`config.mk`:
```
export PLATFORM = sky130hd
export DESIGN_NAME = color_palette_flat
export DESIGN_NICKNAME = d
export VERILOG_FILES = /design/src/rtl/color_pkg.sv /design/src/rtl/color_palette_if.sv /design/src/rtl/palette_regfile.sv /design/src/rtl/color_palette.sv /design/src/flat_wrapper.sv
export SDC_FILE = /design/constraint.sdc
export NUM_CORES = 1
export LEC_CHECK = 0
export BUFFER_PORTS_ARGS = -buffer_cell sky130_fd_sc_hd__buf_2
export CAP_MARGIN = 25
export CORE_MARGIN = 5
export CORE_UTILIZATION = 65
export CTS_BUF_LIST = sky130_fd_sc_hd__clkbuf_8
export DETAILED_ROUTE_END_ITERATION = 6
export PLACE_DENSITY = 0.95
export SLEW_MARGIN = 10
export SYNTH_ARGS = -nofsm -noshare
export SYNTH_HDL_FRONTEND = slang
export SYNTH_SLANG_ARGS = --single-unit
export TNS_END_PERCENT = 50
```
`constraint.sdc`:
```
create_clock -name clk -period 5.2 [get_ports clk]
set_input_delay 1.04 -clock clk [delete_from_list [all_inputs] [get_ports clk]]
set_output_delay 1.04 -clock clk [all_outputs]
set_load 0.02 [all_outputs]
```
`src/rtl/color_pkg.sv`:
```
// rtl/color_pkg.sv - shared constants and reset palette contents for color_palette
//
// Purpose: mode constants, BW decode codes, named palette indices and the
// function that yields the power-up RGB of each palette entry.
package color_pkg;

  typedef enum logic {
    BW      = 1'b0,
    COLORED = 1'b1
  } color_mode_e;

  // BW-mode colour codes
  localparam int BLACK = 0;
  localparam int WHITE = 1;
  localparam int GRAY  = 2;

  // Palette indices with a non-black reset value
  localparam int GREEN  = 0;
  localparam int RED    = 1;
  localparam int YELLOW = 2;
  localparam int BLUE   = 3;
  localparam int ORANGE = 4;

  // Returns {r,g,b} packed at cw bits per channel in the low 3*cw bits.
  // Orange green is 4'b1010 left-aligned in cw bits.
  function automatic logic [23:0] default_entry(input int idx, input int cw);
    int m;
    int o;
    int r;
    int g;
    int b;
    m = (1 << cw) - 1;
    o = 10 << (cw - 4);
    r = 0;
    g = 0;
    b = 0;
    case (idx)
      GREEN:  g = m;
      RED:    r = m;
      YELLOW: begin r = m; g = m; end
      BLUE:   b = m;
      ORANGE: begin r = m; g = o; end
      default: ;
    endcase
    return 24'((r << (2 * cw)) | (g << cw) | b);
  endfunction

endpackage

```
`src/rtl/color_palette_if.sv`:
```
// rtl/color_palette_if.sv - pixel, palette-write, flash and VGA output bundle
//
// Purpose: groups every color_palette signal except clk/rst_n.
// Ports (master = renderer side, slave = color_palette):
//   frame_start, pix_valid, color_mode, color[IW]   pixel stream in
//   wr_en, wr_addr[IW], wr_data[3*CW]               palette write port
//   flash_trig                                      flash start/restart
//   red, green, blue [CW], out_valid                registered VGA out
interface color_palette_if #(
  parameter int CW         = 4,
  parameter int NUM_COLORS = 8
);
  localparam int IW = $clog2(NUM_COLORS);

  logic            frame_start;
  logic            pix_valid;
  logic            color_mode;
  logic [IW-1:0]   color;
  logic            wr_en;
  logic [IW-1:0]   wr_addr;
  logic [3*CW-1:0] wr_data;
  logic            flash_trig;
  logic [CW-1:0]   red;
  logic [CW-1:0]   green;
  logic [CW-1:0]   blue;
  logic            out_valid;

  modport master (
    output frame_start, pix_valid, color_mode, color,
    output wr_en, wr_addr, wr_data, flash_trig,
    input  red, green, blue, out_valid
  );

  modport slave (
    input  frame_start, pix_valid, color_mode, color,
    input  wr_en, wr_addr, wr_data, flash_trig,
    output red, green, blue, out_valid
  );
endinterface

```
`src/rtl/palette_regfile.sv`:
```
// rtl/palette_regfile.sv - programmable colour palette storage
//
// Purpose: NUM_COLORS x 3*CW flop array, reset to the default palette.
// Ports:
//   clk, rst_n             pixel clock, async active-low reset
//   wr_en, wr_addr, wr_data  single write port, updates at the clock edge
//   rd_addr, rd_data        combinational read (returns pre-write contents)
module palette_regfile
  import color_pkg::*;
#(
  parameter  int CW         = 4,
  parameter  int NUM_COLORS = 8,
  localparam int IW         = $clog2(NUM_COLORS),
  localparam int DW         = 3 * CW
) (
  input  logic          clk,
  input  logic          rst_n,
  input  logic          wr_en,
  input  logic [IW-1:0] wr_addr,
  input  logic [DW-1:0] wr_data,
  input  logic [IW-1:0] rd_addr,
  output logic [DW-1:0] rd_data
);

  logic [DW-1:0] mem [NUM_COLORS];

  always_ff @(posedge clk or negedge rst_n) begin
    if (!rst_n) begin
      for (int i = 0; i < NUM_COLORS; i++) begin
        mem[i] <= DW'(default_entry(i, CW));
      end
    end else if (wr_en) begin
      mem[wr_addr] <= wr_data;
    end
  end

  assign rd_data = mem[rd_addr];

endmodule

```
`src/rtl/color_palette.sv`:
```
// rtl/color_palette.sv - two-stage pixel colour generator with hit flash
//
// Purpose: maps colour index + mode to RGB (BW decode or palette), adds the
// frame-timed flash boost with saturation and blanks outside active video.
// Ports:
//   clk, rst_n   pixel clock, async active-low reset
//   bus          color_palette_if.slave (pixel in, palette write, flash, RGB out)
module color_palette
  import color_pkg::*;
#(
  parameter int CW           = 4,
  parameter int NUM_COLORS   = 8,
  parameter int FLASH_FRAMES = 8
) (
  input logic             clk,
  input logic             rst_n,
  color_palette_if.slave  bus
);

  localparam int IW = $clog2(NUM_COLORS);
  localparam int LW = $clog2(FLASH_FRAMES + 1);
  localparam int DW = 3 * CW;
  localparam logic [CW-1:0] CMAX = '1;
  localparam logic [CW-1:0] HALF = {1'b1, {(CW-1){1'b0}}};

  logic [DW-1:0] rd_data;
  logic [DW-1:0] bw_rgb;
  logic [DW-1:0] base_rgb;
  logic [DW-1:0] s1_rgb;
  logic          s1_valid;
  logic [LW-1:0] flash_level;
  logic [CW-1:0] red_q;
  logic [CW-1:0] green_q;
  logic [CW-1:0] blue_q;
  logic          valid_q;

  palette_regfile #(
    .CW        (CW),
    .NUM_COLORS(NUM_COLORS)
  ) u_palette (
    .clk    (clk),
    .rst_n  (rst_n),
    .wr_en  (bus.wr_en),
    .wr_addr(bus.wr_addr),
    .wr_data(bus.wr_data),
    .rd_addr(bus.color),
    .rd_data(rd_data)
  );

  always_comb begin
    bw_rgb = {3{CMAX}};
    if (bus.color == IW'(BLACK)) begin
      bw_rgb = '0;
    end else if (bus.color == IW'(GRAY)) begin
      bw_rgb = {3{HALF}};
    end
    base_rgb = (bus.color_mode == COLORED) ? rd_data : bw_rgb;
  end

  // Stage 1: base colour
  always_ff @(posedge clk or negedge rst_n) begin
    if (!rst_n) begin
      s1_rgb   <= '0;
      s1_valid <= 1'b0;
    end else begin
      s1_rgb   <= base_rgb;
      s1_valid <= bus.pix_valid;
    end
  end

  // Flash level: a trigger reloads even when frame_start coincides
  always_ff @(posedge clk or negedge rst_n) begin
    if (!rst_n) begin
      flash_level <= '0;
    end else if (bus.flash_trig) begin
      flash_level <= LW'(FLASH_FRAMES);
    end else if (bus.frame_start && (flash_level != '0)) begin
      flash_level <= flash_level - 1'b1;
    end
  end

  // Add at CW+1 bits so the carry flags saturation
  function automatic logic [CW-1:0] boost(input logic [CW-1:0] c, input logic [LW-1:0] l);
    logic [CW:0] s;
    s = {1'b0, c} + (CW+1)'(l);
    return s[CW] ? CMAX : s[CW-1:0];
  endfunction

  // Stage 2: boost, blank, register outputs
  always_ff @(posedge clk or negedge rst_n) begin
    if (!rst_n) begin
      red_q   <= '0;
      green_q <= '0;
      blue_q  <= '0;
      valid_q <= 1'b0;
    end else begin
      valid_q <= s1_valid;
      if (s1_valid) begin
        red_q   <= boost(s1_rgb[3*CW-1:2*CW], flash_level);
        green_q <= boost(s1_rgb[2*CW-1:CW], flash_level);
        blue_q  <= boost(s1_rgb[CW-1:0], flash_level);
      end else begin
        red_q   <= '0;
        green_q <= '0;
        blue_q  <= '0;
      end
    end
  end

  assign bus.red       = red_q;
  assign bus.green     = green_q;
  assign bus.blue      = blue_q;
  assign bus.out_valid = valid_q;

endmodule

```
`src/flat_wrapper.sv`:
```
// flat-port wrapper written by rule: the top's interface ports become plain ports
module color_palette_flat import color_pkg::*;
#(
  parameter int CW           = 4,
  parameter int NUM_COLORS   = 8,
  parameter int FLASH_FRAMES = 8
)
  (clk, rst_n, bus_frame_start, bus_pix_valid, bus_color_mode, bus_color, bus_wr_en, bus_wr_addr, bus_wr_data, bus_flash_trig, bus_red, bus_green, bus_blue, bus_out_valid);
  color_palette_if #(.CW(CW), .NUM_COLORS(NUM_COLORS)) bus_i ();
  input logic clk;
  input logic rst_n;
  input wire logic [$bits(bus_i.frame_start)-1:0] bus_frame_start;
  input wire logic [$bits(bus_i.pix_valid)-1:0] bus_pix_valid;
  input wire logic [$bits(bus_i.color_mode)-1:0] bus_color_mode;
  input wire logic [$bits(bus_i.color)-1:0] bus_color;
  input wire logic [$bits(bus_i.wr_en)-1:0] bus_wr_en;
  input wire logic [$bits(bus_i.wr_addr)-1:0] bus_wr_addr;
  input wire logic [$bits(bus_i.wr_data)-1:0] bus_wr_data;
  input wire logic [$bits(bus_i.flash_trig)-1:0] bus_flash_trig;
  output wire logic [$bits(bus_i.red)-1:0] bus_red;
  output wire logic [$bits(bus_i.green)-1:0] bus_green;
  output wire logic [$bits(bus_i.blue)-1:0] bus_blue;
  output wire logic [$bits(bus_i.out_valid)-1:0] bus_out_valid;
  assign bus_i.frame_start = bus_frame_start;
  assign bus_i.pix_valid = bus_pix_valid;
  assign bus_i.color_mode = bus_color_mode;
  assign bus_i.color = bus_color;
  assign bus_i.wr_en = bus_wr_en;
  assign bus_i.wr_addr = bus_wr_addr;
  assign bus_i.wr_data = bus_wr_data;
  assign bus_i.flash_trig = bus_flash_trig;
  assign bus_red = bus_i.red;
  assign bus_green = bus_i.green;
  assign bus_blue = bus_i.blue;
  assign bus_out_valid = bus_i.out_valid;
  color_palette #(.CW(CW), .NUM_COLORS(NUM_COLORS), .FLASH_FRAMES(FLASH_FRAMES)) u_core (.clk(clk), .rst_n(rst_n), .bus(bus_i));
endmodule
```
==> results.txt <==
The residual DRC count is 0, and the number of standard-cell rows in the floorplan is 34. The via count of the first global-routing pass was 3900. The tree is rooted in a sky130_fd_sc_hd__clkbuf_8. Gates resized during post-CTS repair numbered 0.

During synthesis, Yosys emitted a total of 0 warnings. For this design the static power due to leakage is 2.815 nW. The global placer's final weighted congestion was 0.7838. The run finished with clean final reports. For the overall track demand over capacity in global routing, the log shows 0.2373.

The endpoint required time on the critical path is 5.52 ns. The later pin in the worst-skew pair is clocked with a latency of 0.44 ns. For the routed wire length on met2, the log shows 6261 µm.

Among all stages on the critical path, the largest delay is contributed by sky130_fd_sc_hd__nand4b_1. Each instance of the synthesized netlist takes up on average 14.37 µm². Summing every instance area after synthesis gives 5877 µm². Counting the buffers created by CTS gives 17. The count of buffers added on input and output ports is 37. The sequential fraction of the synthesis area is 0.5420. The first global-routing pass estimated 20110 µm of wire. The initial antenna violation count was 0; the maximum level of the CTS H-tree was 4.

The transition time at the pin with the least slew margin is 0.9950 ns, and the number of I/O pins is 38. At the worst endpoint, the arrival time is 2.65 ns. VDD sags by at most 0.0002263 V.

Dividing total power by cell area gives a power density of 420.4 nW/µm². The share of cells above drive strength 1 is 0.4838, and the share of flip-flops with an asynchronous set or reset after synthesis is 1.000. The vertical die dimension was 105.1 µm. The detailed router finished its first iteration with 164 violations. Leading register cell type out of synthesis: sky130_fd_sc_hd__dfrtp_1.

Leaving out fill and tap cells, the most frequent cell in the layout is sky130_fd_sc_hd__mux2_2. Timing would allow up to 429.3 MHz. The detail route stage leaves a number of antenna-violating nets equal to 0. Summed over all nets, the half-perimeter wirelength after detailed placement is 7944 µm. For this design, the sink count on the clock tree is 126. After detailed routing, no signal wire sits above met4. For this run, the post-layout net count is 492. The worst setup path is launched from an input pin.

The number of storage elements in the synthesis netlist was 126; the overall die width was 105.1 µm. The number of hold buffers added after CTS was 0. Summed over all layers, the global routing overflow is 0. The wire length per cell after detailed routing works out to 21.35 µm.

The final worst clock skew is 0.008304 ns. Category of the most critical setup path: input pin to flop. Across the run, the number of max-cap violations was 0. STA classifies the critical path endpoint as a flop. The net count of the mapped netlist came out at 451. Leaving out fill and tap cells, the most frequent cells in the layout are 105 x sky130_fd_sc_hd__mux2_2, 100 x sky130_fd_sc_hd__dfrtp_1, 36 x sky130_fd_sc_hd__buf_2. Before antenna repair, the detailed router went through 5 iterations. The routed layout has 3582 vias. The tools report the hold violation count in the final report as 0. The netlist uses 37 different library cells. Traced cell by cell, the critical path runs through buf_2, nand4b_1, mux2_2.

Once the clock tree was built, the setup fixing pass inserted 0 buffers. The number of buffers on the longest clock path is 2, and the count of flip-flops with a built-in enable after synthesis is 0. After detailed routing, the number of vias per cell comes to 6.273. The run gives 0.3332 as the normalized max-slew margin. In this design, the stage delay of the slowest critical-path cell is 0.86 ns. Entering global routing, the biggest net connects 47 pins.

Setup violations remaining at the end of the flow were counted as 0. Setup repair after global routing left no endpoint under its margin. For the floorplan core area, the log shows 8763 µm².

The starting utilization of the core area was 0.6706. After routing, the total negative slack on setup checks comes to 0 ns. The final layout contains routed wiring with a total length of 12190 µm.

The tools report the antenna diode count as 0. From synthesis to final layout, the design area changed by 10.88%. The die area is 11040 µm². Worst min-delay path class: flop to flop.

After clock tree synthesis, the clock-pin slew on the worst setup and hold paths is 0.08 ns. The final cycle utilization of the critical path works out to 0.4480. The logs give 0 for the max-slew violation count and 409 for the number of cells produced by synthesis. The detailed router put a total of 4976 µm of wire on met1. The worst path needs 2.329 ns of the cycle, external delays included.

The length of routed met3 wiring was 660 µm; the largest fanout on the critical path was 12. TritonCTS built the clock tree. Hold is met by 0.5110 ns.
report_power, final:
part           internal [mW]  switching [mW]
clock network          0.412           0.415
registers               1.22           0.119
logic                  0.313           0.262
flip-flops by register name, indices dropped and copies added, names as in the netlist:
signal / flops
u_core.bus.blue: 4
u_core.bus.out_valid: 1
u_core.s1_rgb: 12
u_core.s1_valid: 1
u_core.flash_level: 4
u_core.u_palette.mem: 96
u_core.bus.red: 4
u_core.bus.green: 4
Yosys cell counts, types with 6 or more instances:
cell type / n / share of area
sky130_fd_sc_hd__a21oi_1: 12 / 0.010
sky130_fd_sc_hd__a31oi_1: 9 / 0.0096
sky130_fd_sc_hd__buf_2: 6 / 0.0051
sky130_fd_sc_hd__buf_4: 7 / 0.0089
sky130_fd_sc_hd__dfrtp_1: 100 / 0.43
sky130_fd_sc_hd__dfstp_2: 26 / 0.12
sky130_fd_sc_hd__ha_1: 14 / 0.030
sky130_fd_sc_hd__inv_1: 11 / 0.0070
sky130_fd_sc_hd__mux2_2: 105 / 0.20
sky130_fd_sc_hd__mux2i_1: 13 / 0.022
sky130_fd_sc_hd__mux4_2: 12 / 0.046
sky130_fd_sc_hd__nand2_1: 6 / 0.0038
sky130_fd_sc_hd__nor2b_1: 8 / 0.0085
sky130_fd_sc_hd__o21a_1: 12 / 0.015
sky130_fd_sc_hd__o22a_1: 9 / 0.013
sky130_fd_sc_hd__xnor2_1: 7 / 0.010
per-layer routing:
metal	GRT usage	vias up
li1	-	1579
met1	0.2957	1867
met2	0.3912	112
met3	0.07707	24
met4	0.08311	0
met5	0	-
worst max-delay path, delay by kind of cell:
family / cells / cell delay [ns]
multiplexers: 1 / 0.59
AND/OR/NAND/NOR: 1 / 0.86
buffers and inverters: 1 / 0.15
layout make-up:
| cell class | count | area (µm²) |
|---|---|---|
| multi-input cells | 251 | 2520 |
| clock buffers | 19 | 261.5 |
| flip-flops and latches | 126 | 3186 |
| fillers | 530 | 2247 |
| clock inverters | 13 | 128.9 |
| repair buffers | 43 | 244.0 |
| well taps | 108 | 135.1 |
| inverters | 11 | 41.29 |
metrics by stage:
| step | worst slack [ns] | total power, mW | utilization | area (µm²) | instances |
|---|---|---|---|---|---|
| 6_report | 2.871 | 2.739 | 0.7436 | 6516 | 571 |
| 5_1_grt | 2.792 | 2.885 | 0.7436 | 6516 | 571 |
| 4_1_cts | 2.899 | 2.763 | 0.7436 | 6516 | 571 |
| 3_5_place_dp | 2.420 | 1.926 | 0.6990 | 6126 | 539 |
| 3_3_place_gp | 2.355 | 1.870 | 0.6952 | 6092 | 536 |
| 2_1_floorplan | 3.068 | 1.746 | - | 5877 | 409 |
cells by family (layout without fill, tap and decap cells):
group	Yosys count	in the layout	synth area share
buffers and inverters	32	86	0.03002
and+or+nand+nor	41	41	0.04258
AOI/OAI and AO/OA	54	54	0.06259
DFF	126	126	0.5420
xor gates and xnor gates	9	9	0.01341
muxes	130	130	0.2693
adders and majority gates	17	17	0.04003
path summary, 6_finish.rpt:
kind	slack, ns	depth (start not counted)	to	from
setup / recovery	2.87	3	u_core.u_palette.mem[28]	bus_wr_addr[1]
hold / removal	0.51	1	u_core.u_palette.mem[8]	u_core.u_palette.mem[8]
setup reg to reg	3.22	5	u_core.flash_level[1]	u_core.flash_level[1]
hold reg to reg	0.51	1	u_core.u_palette.mem[8]	u_core.u_palette.mem[8]
max in group asynchronous	3.69	2	u_core.u_palette.mem[41]	rst_n
min in group asynchronous	0.56	1	u_core.bus.red[2]	rst_n
No activity file was read; power rests on OpenSTA's default activity.
